`config.mk`:
```
export PLATFORM = sky130hd
export DESIGN_NAME = phase_sequencer
export DESIGN_NICKNAME = d
export VERILOG_FILES = /design/src/rtl/phase_sequencer.sv
export SDC_FILE = /design/constraint.sdc
export NUM_CORES = 1
export LEC_CHECK = 0
export BUFFER_PORTS_ARGS = -buffer_cell sky130_fd_sc_hd__buf_2
export CORE_MARGIN = 2
export CORE_UTILIZATION = 50
export CTS_BUF_LIST = sky130_fd_sc_hd__clkbuf_8 sky130_fd_sc_hd__clkbuf_16
export CTS_CLUSTER_SIZE = 40
export DETAILED_ROUTE_END_ITERATION = 12
export PLACE_DENSITY = 0.77
export SYNTH_ARGS = -nofsm -noshare
export SYNTH_HDL_FRONTEND = slang
export SYNTH_SLANG_ARGS = --single-unit
```
`constraint.sdc`:
```
create_clock -name clock -period 1.9 [get_ports clock]
set_input_delay 0.19 -clock clock [delete_from_list [all_inputs] [get_ports clock]]
set_output_delay 0.19 -clock clock [all_outputs]
set_load 0.01 [all_outputs]
```
`src/rtl/phase_sequencer.sv`:
```
// phase_sequencer: steps the CPU through the IF/ID/EX/MEM/WB phases.
// It provides start/halt control, memory wait states through the mem_req/mem_ready
// handshake, and skips MEM for instructions that do not need it.
// Optional macro MEM_WATCHDOG_EN bounds each memory wait to TIMEOUT cycles.
// When that bound is exceeded, the sequencer locks into FAULT until reset.
module phase_sequencer #(
   parameter int CNT_WIDTH = 16,
   parameter int TIMEOUT   = 15
) (
   input  logic                 clock,
   input  logic                 reset,
   input  logic                 start,
   input  logic                 halt_req,
   input  logic                 mem_access,
   input  logic                 mem_ready,
   output logic [4:0]           phase,
   output logic                 mem_req,
   output logic                 running,
   output logic                 halted,
   output logic                 fault,
   output logic [CNT_WIDTH-1:0] instr_count
);

   typedef enum logic [2:0] {
      S_IDLE   = 3'd0,
      S_IF     = 3'd1,
      S_ID     = 3'd2,
      S_EX     = 3'd3,
      S_MEM    = 3'd4,
      S_WB     = 3'd5,
      S_HALTED = 3'd6
`ifdef MEM_WATCHDOG_EN
      ,S_FAULT = 3'd7
`endif
   } state_t;

   state_t               state_q, state_d;
   logic                 halt_pend_q, halt_pend_d;
   logic [CNT_WIDTH-1:0] cnt_q, cnt_d;
   logic                 in_run;

   assign in_run = (state_q == S_IF) || (state_q == S_ID) || (state_q == S_EX) ||
                   (state_q == S_MEM) || (state_q == S_WB);

`ifdef MEM_WATCHDOG_EN
   localparam int WDW = $clog2(TIMEOUT + 1);
   logic [WDW-1:0] wd_q, wd_d;
   logic           wd_expire;

   // The expiry flag is raised on the TIMEOUT-th consecutive wait cycle of the current IF/MEM visit.
   assign wd_expire = ((state_q == S_IF) || (state_q == S_MEM)) && !mem_ready &&
                      (wd_q == WDW'(TIMEOUT - 1));

   // The wait counter runs only while IF or MEM stalls, and restarts on any state change.
   always_comb begin
      wd_d = '0;
      if (((state_q == S_IF) || (state_q == S_MEM)) && !mem_ready && (state_d == state_q))
         wd_d = wd_q + 1'b1;
   end

   // Register the wait counter.
   always_ff @(posedge clock) begin
      if (reset) wd_q <= '0;
      else       wd_q <= wd_d;
   end
`endif

   // Next-state logic. The halt request is latched here, and a retire increments the count.
   always_comb begin
      state_d     = state_q;
      halt_pend_d = halt_pend_q;
      cnt_d       = cnt_q;
      if (in_run && halt_req) halt_pend_d = 1'b1;
      case (state_q)
         S_IDLE, S_HALTED: begin
            // When start and halt_req arrive together, exactly one instruction runs.
            if (start) begin
               state_d     = S_IF;
               halt_pend_d = halt_req;
            end
         end
         S_IF:  if (mem_ready) state_d = S_ID;
         S_ID:  state_d = S_EX;
         S_EX:  state_d = mem_access ? S_MEM : S_WB;
         S_MEM: if (mem_ready) state_d = S_WB;
         S_WB: begin
            cnt_d = cnt_q + 1'b1;
            if (halt_pend_q || halt_req) begin
               state_d     = S_HALTED;
               halt_pend_d = 1'b0;
            end else begin
               state_d = S_IF;
            end
         end
         default: state_d = state_q;
      endcase
`ifdef MEM_WATCHDOG_EN
      if (wd_expire) state_d = S_FAULT;
`endif
   end

   // State register, with reset taking priority over everything else.
   always_ff @(posedge clock) begin
      if (reset) begin
         state_q     <= S_IDLE;
         halt_pend_q <= 1'b0;
         cnt_q       <= '0;
      end else begin
         state_q     <= state_d;
         halt_pend_q <= halt_pend_d;
         cnt_q       <= cnt_d;
      end
   end

   // All outputs are decoded purely from the registered state.
   always_comb begin
      phase   = 5'b00000;
      mem_req = 1'b0;
      halted  = 1'b0;
      fault   = 1'b0;
      case (state_q)
         S_IF:     begin phase = 5'b00001; mem_req = 1'b1; end
         S_ID:     phase = 5'b00010;
         S_EX:     phase = 5'b00100;
         S_MEM:    begin phase = 5'b01000; mem_req = 1'b1; end
         S_WB:     phase = 5'b10000;
         S_HALTED: halted = 1'b1;
`ifdef MEM_WATCHDOG_EN
         S_FAULT:  fault = 1'b1;
`endif
         default:  phase = 5'b00000;
      endcase
   end

   assign running     = in_run;
   assign instr_count = cnt_q;

endmodule
```
==> results.json, run 1 <==
{
  "sw_frac_of_total_pct": 26.5,
  "post-place-ws_ns": 0.337,
  "fin_worst_skew_ns": 0.00214,
  "place_area_mm2": 0.00123,
  "leakagePower_nw": 0.553,
  "postCtsSetupRepairBufs": 0,
  "drt_wl_total_um": 2300,
  "ant_nets": 0,
  "cts_tree": "done",
  "viasPerCell": 5.47,
  "dieWidth_um": 50.6,
  "critPathRequiredTime_ns": 2.09,
  "syn-cell-area_mm2": 0.00108,
  "core-area_mm2": 0.00200,
  "drive_gt1_share_pct": 23.0,
  "ys_ff_latch": 20,
  "max_cap_viol_count": 0,
  "synth_area_per_cell_um2": 7.97,
  "cts.path.max_buffers": 2,
  "grt_pass1_wl_um": 3880,
  "hold_viol_final": 0,
  "setup_viol": 0,
  "grt_pass1_vias": 932,
  "post-route-drc-count": 0,
  "overflow": 0,
  "nets": 170,
  "p_clk_share_pct": 30.9,
  "place.gp.congestion": 0.807,
  "die_y_um": 50.6,
  "drtIter0Drc": 25,
  "vias": 1029,
  "clk_pin_slew_ns": 0.07,
  "synth_cells": 136,
  "cts_buffers": 3,
  "status": "finished, final reports clean",
  "ir_drop_mv": 0.579,
  "holdCritPathClass": "input pin to flop",
  "setup_ws_ns": 0.313,
  "powerDensity_mw_per_mm2": 674,
  "critPathKind": "flop to flop",
  "cp.arrival_ns": 1.77,
  "fin_crit_sh_pct": 83.5,
  "power_frac_seq_pct": 50.9,
  "fin_tns_setup_ns": 0,
  "synth.yosys.seq_area_share_pct": 37.0,
  "start_kind": "flop",
  "dp_hpwl_um": 1690,
  "antenna_found_initial": 0,
  "grtUsageTotal_pct": 19.9,
  "intPower_mw": 0.632,
  "multi_input_area_um2": 624,
  "syn_to_final_growth_pct": 17.7,
  "pwr-share-comb_pct": 18.2,
  "drv_slew": 0,
  "stdcell_area_mm2": 0.00127,
  "synth_area_leader_cell": "dfxtp_1",
  "regArea_um2": 400,
  "fmax_mhz": 630,
  "syn_nets": 143,
  "synth_warnings": 0,
  "n_fill_cell": 184,
  "start_util_pct": 54.1,
  "rsz0062_at_grt": "false",
  "end_kind": "flop",
  "grt_max_degree": 22,
  "netlist.area_leader.share_pct": 37.0,
  "diodes": 0,
  "first_pass_iters": 5,
  "ios": 31,
  "portBuffers": 29,
  "holdBufCountCts": 0,
  "synthTopCellsByArea": "dfxtp_1 37%, nor2_1 8.3%, xor2_1 4.8%, a21oi_1 4.6%, nand2_1 4.2%",
  "dieArea_mm2": 0.00256,
  "insertion_delay_ns": 0.25,
  "clockRootBuffer": "clkbuf_8",
  "wire_per_inst_um": 12.2,
  "cts_resized": 0,
  "num_rows": 16,
  "critPathMaxFanout": 7,
  "cts_sinks": 20,
  "cts-htree-levels": 1,
  "fin_crit_ns": 1.59,
  "yosysUniqueCellTypes": 36,
  "switchingPower_mw": 0.228
}
==> worst max-delay path, stage by stage (launching register included) <==
cell and delay (ns):
dfxtp_1 0.44, and4_1 0.30, nand3_1 0.14, or4_1 0.49, a21oi_1 0.14
==> flip-flops by register name, indices dropped and copies added, names as in the netlist <==
register,count
halt_pend_q,1
instr_count,16
state_q,3
==> synth_stat cells, drive strengths merged <==
cell type / number
a2111oi: 2
a21oi: 10
a311oi: 1
and3: 3
and3b: 1
and4: 2
and4b: 1
buf: 6
clkbuf: 4
conb: 1
dfxtp: 20
ha: 1
inv: 2
mux2: 1
mux2i: 3
nand2: 12
nand2b: 3
nand3: 4
nand4: 3
nand4b: 2
nor2: 24
nor2b: 1
nor3: 6
nor4: 2
o211a: 1
o21ai: 2
o21bai: 1
o22ai: 1
o31ai: 2
or3: 2
or4: 2
xnor2: 4
xor2: 6
==> metrics by stage <==
step	total power [mW]	instances	util (%)	hold WS (ns)
global route	0.906	188	63.7	0.259
floorplan	0.556	136	-	0.392
global placement	0.596	185	61.6	0.466
finish	0.860	188	63.7	0.233
CTS	0.869	188	63.7	0.228
detailed placement	0.603	185	61.6	0.469
==> placed cells by master (no fill, tap or decap), drive strengths merged, types with 2 or more instances in the layout <==
master | netlist | routed
nand4b | 2 | 2
nand2b | 3 | 3
mux2i | 3 | 3
o31ai | 2 | 2
a2111oi | 2 | 2
nor4 | 2 | 2
o21ai | 2 | 2
dfxtp | 20 | 20
and4 | 2 | 2
a21oi | 10 | 10
nand3 | 4 | 4
nand4 | 3 | 3
nor3 | 6 | 6
clkbuf | 4 | 3
buf | 6 | 32
xnor2 | 4 | 4
or3 | 2 | 2
and3 | 3 | 3
inv | 2 | 2
nor2 | 24 | 24
nand2 | 12 | 12
xor2 | 6 | 6
or4 | 2 | 2
==> worst paths after layout <==
| check | endpoint | slack, ns | cells past startpoint | start |
|---|---|---|---|---|
| hold reg to reg | instr_count[15] | 0.48 | 2 | instr_count[15] |
| hold / removal | state_q[0] | 0.23 | 3 | mem_access |
| setup reg to reg | instr_count[15] | 0.31 | 4 | instr_count[3] |
| setup / recovery | instr_count[15] | 0.31 | 4 | instr_count[3] |
==> cells by family after synthesis <==
family / Yosys count / share of synthesized area, %
mux: 4 / 3.81
simple gates: 68 / 32.7
fa+ha+maj: 1 / 1.15
buf+inv: 12 / 5.43
compound gates: 20 / 11.5
other cells: 1 / 0.346
xor+xnor: 10 / 8.08
flops: 20 / 37.0
==> metal layers <==
metal / share of wire [%] / vias up / GRT usage, %
li1: - / 529 / -
met1: 45 / 472 / 21.9
met2: 49 / 26 / 37.1
met3: 5.7 / 2 / 5.36
met4: 0.83 / 0 / 5.41
met5: 0 / - / 0
==> power by group through the flow <==
stage | Clock (mW) | Combinational [mW] | Sequential [mW]
6_report | 0.266 | 0.156 | 0.437
5_1_grt | 0.292 | 0.176 | 0.438
4_1_cts | 0.275 | 0.157 | 0.437
3_5_place_dp | 0 | 0.156 | 0.447
3_3_place_gp | 0 | 0.150 | 0.446
2_1_floorplan | 0 | 0.109 | 0.447
==> area by class of cell <==
class                      count  area share, %
clock buffer                   3           3.24
multi-input combinational    104           49.0
inverter                       2          0.589
tap                           27           2.65
sequential                    20           31.4
timing repair buffer          32           13.2
Note: power is estimated with default switching activity, not from simulation.
==> inputs of run 2 (changes only) <==
--- a/config.mk
+++ b/config.mk
@@ -5,13 +5,14 @@
 export SDC_FILE = /design/constraint.sdc
 export NUM_CORES = 1
 export LEC_CHECK = 0
+export ABC_AREA = 1
 export BUFFER_PORTS_ARGS = -buffer_cell sky130_fd_sc_hd__buf_2
 export CORE_MARGIN = 2
-export CORE_UTILIZATION = 50
+export CORE_UTILIZATION = 46
 export CTS_BUF_LIST = sky130_fd_sc_hd__clkbuf_8 sky130_fd_sc_hd__clkbuf_16
 export CTS_CLUSTER_SIZE = 40
 export DETAILED_ROUTE_END_ITERATION = 12
-export PLACE_DENSITY = 0.77
+export PLACE_DENSITY = 0.74
 export SYNTH_ARGS = -nofsm -noshare
 export SYNTH_HDL_FRONTEND = slang
 export SYNTH_SLANG_ARGS = --single-unit
==> constraint.sdc (replaced) <==
create_clock -name clock -period 1.3 [get_ports clock]
set_input_delay 0.13 -clock clock [delete_from_list [all_inputs] [get_ports clock]]
set_output_delay 0.13 -clock clock [all_outputs]
set_load 0.01 [all_outputs]
==> run 2 against run 1 <==
Compared with the run above:
- the flow now finishes with violations (negative setup slack)
- clock power grew 47%
- clock-buffer cell count unchanged
- power grew to 2.6 times the previous value
- cell count grew 27%
- core utilization increased by 4.0 points
- register-to-register slack got worse by 0.29 ns
- clock skew rose by 0.00059 ns
- first-iteration DRC count down 40%
- critical path type is now flop to output port
- highest routed layer unchanged
==> results.json, run 2 <==
{
  "regArea_um2": 415,
  "status": "finished with violations",
  "r2r_end": "instr_count[15]",
  "rrSetupSlack_ns": 0.02,
  "synthTopCellsByArea": "dfxtp_1 36%, nand2_1 12%, inv_1 9.4%, nor2_1 7.7%, nand3_1 4.9%",
  "n_fill_cell": 208,
  "critPathKind": "flop to output port",
  "hold_slack_ns": 0.148,
  "synthTopCellsByCount": "35 x nand2_1, 28 x inv_1, 23 x nor2_1, 20 x dfxtp_1, 11 x nand3_1",
  "portBuffers": 29,
  "hold_viol_final": 0,
  "ant_nets": 0,
  "drv_slew": 0,
  "dp_hpwl_um": 1910,
  "powerDensity_mw_per_mm2": 1440,
  "fin_crit_ns": 1.30,
  "clockRootBuffer": "clkbuf_8",
  "syn_nets": 173,
  "whs_endpoint": "halt_pend_q",
  "reg2reg_depth": 7,
  "synth_top_flop_cell": "dfxtp_1",
  "worstHoldPathCells": 3,
  "async_flop_share_pct": 0,
  "worstReg2RegStart": "instr_count[0]",
  "drtIter0Drc": 15,
  "cts.path.max_buffers": 2,
  "syn-cell-area_mm2": 0.00112,
  "cts_tree": "done",
  "critPathRequiredTime_ns": 1.17,
  "multi_input_area_um2": 644,
  "dieArea_mm2": 0.00285,
  "mostFrequentLayoutCell": "nand2_1",
  "rsz0062_at_grt": "true",
  "synth.yosys.seq_area_share_pct": 35.7,
  "layout_common_cells": "34 x nand2_1, 28 x buf_2, 26 x inv_1",
  "grt_pass1_wl_um": 4260,
  "clk_pin_slew_ns": 0.07,
  "yosysMostFrequentCell": "nand2_1",
  "fin_tns_setup_ns": -0.000474,
  "wire_per_inst_um": 11.2,
  "setup_viol": 1,
  "ir_drop_mv": 1.10,
  "dieWidth_um": 53.4,
  "critPathMaxStageDelay_ns": 0.37,
  "critPathMaxFanout": 6,
  "antenna_found_initial": 0,
  "fin_worst_skew_ns": 0.00273,
  "cts-htree-levels": 1,
  "stdcell_area_mm2": 0.00153,
  "failed_checks": "negative setup slack",
  "start_util_pct": 49.8,
  "max_cap_viol_count": 0,
  "grt_max_degree": 12,
  "fmax_mhz": 769,
  "place.gp.congestion": 0.789,
  "fin_cells": 238,
  "crit_family": "buffers and inverters",
  "largest_register_ffs": 16,
  "syn_to_final_growth_pct": 36.0,
  "first_pass_iters": 5,
  "end_kind": "output port",
  "grt_pass1_vias": 1056,
  "critPathSlowestCell": "dfxtp_4",
  "cts_buffers": 3,
  "drive_gt1_share_pct": 35.7,
  "insertion_delay_ns": 0.25,
  "viasPerCell": 5.03,
  "yosysUniqueCellTypes": 26,
  "synth_area_leader_cell": "dfxtp_1",
  "synth_edf_count": 0,
  "holdCritPathClass": "input pin to flop",
  "synth_area_per_cell_um2": 6.76,
  "nets": 219,
  "place_inst": 228,
  "num_rows": 17,
  "post-route-drc-count": 0,
  "fin_crit_sh_pct": 100,
  "overflow": 0,
  "ys_ff_latch": 20,
  "synth_warnings": 0,
  "synth_cells": 166,
  "vias": 1197,
  "min_from": "start",
  "worstPathCellList": "inv_1 -> nand2_1 -> buf_4 -> nand2_1 -> inv_1 -> buf_2",
  "netlist.area_leader.share_pct": 35.7,
  "start_kind": "flop",
  "leakagePower_nw": 0.786,
  "die_y_um": 53.4,
  "cp.arrival_ns": 1.17,
  "drt_wl_total_um": 2660,
  "grtUsageTotal_pct": 20.3,
  "path_buf_inv": 4,
  "cts_sinks": 20,
  "core-area_mm2": 0.00225,
  "diodes": 0,
  "place_area_mm2": 0.00135,
  "setup_ws_ns": -0.000474,
  "ios": 31,
  "holdBufCountCts": 0
}
==> run 2: changes by cell type in the layout (fill, tap and decap cells not counted), sizes merged, moves of 3 or more <==
cell and change:
nand4 +3, nand2b -3, mux2i -3, xnor2 -3
nand2 +23, xor2 -4, buf +13, nand3 +10
and3 -3, o21ai +7, inv +27
==> run 2: layer usage <==
layer / up-vias / track usage, % / share of wire (%)
li1: 615 / - / -
met1: 550 / 23.7 / 44
met2: 30 / 37.2 / 51
met3: 2 / 2.54 / 4.4
met4: 0 / 6.84 / 0.60
met5: - / 0 / 0
==> run 2: final cells by class <==
type | instances | area share, %
Multi-Input combinational cell | 113 | 42.2
Sequential cell | 20 | 27.2
Timing Repair Buffer | 45 | 18.3
Inverter | 29 | 7.30
Clock buffer | 3 | 2.70
Tap cell | 28 | 2.30
==> run 2: how the worst max path moves through the flow <==
stage,start,endpoint,cells past startpoint
after floorplan,instr_count[1],instr_count[12],8
after global placement,state_q[2],state_q[1],7
after detailed placement,state_q[2],instr_count[4],5
after CTS,state_q[0],running,6
after global routing,instr_count[7],instr_count[14],7
final,state_q[2],running,6
==> run 2: worst register-to-register path, delay by kind of cell (launching register included) <==
| kind | cells | cell delay (ns) |
|---|---|---|
| flops | 1 | 0.37 |
| simple gates | 7 | 0.82 |
==> run 2: what timing repair did <==
item                                    CTS  global route
pin swaps                                 1             3
endpoints found under the setup margin   13            16
buffers inserted                          3             4
resized for setup                        13            15
==> run 2: through the flow <==
stage	total power [mW]	setup WS [ns]	utilization, %
after floorplan	1.37	0.0164	-
after global placement	1.67	0.0109	59.8
after detailed placement	1.68	-0.0334	59.8
after CTS	2.18	-0.00269	63.9
after global routing	2.37	-0.0947	67.7
final	2.20	-0.000474	67.7
==> run 2: power by group <==
part | switching (mW) | total, mW | internal (mW)
combinational | 0.545 | 0.987 | 0.442
sequential | 0.111 | 0.822 | 0.710
clock | 0.184 | 0.390 | 0.206
total | 0.841 | 2.20 | 1.36
==> run 2: logic make-up (layout without fill, tap and decap cells) <==
kind of cell | Yosys count | in the layout | share of synthesized area [%]
DFF | 20 | 20 | 35.7
other | 1 | 1 | 0.334
buffers and inverters | 33 | 77 | 11.7
xor gates and xnor gates | 3 | 3 | 2.34
and+or+nand+nor | 88 | 88 | 39.2
adders and majority gates | 1 | 1 | 1.11
AOI/OAI and AO/OA | 20 | 20 | 9.59
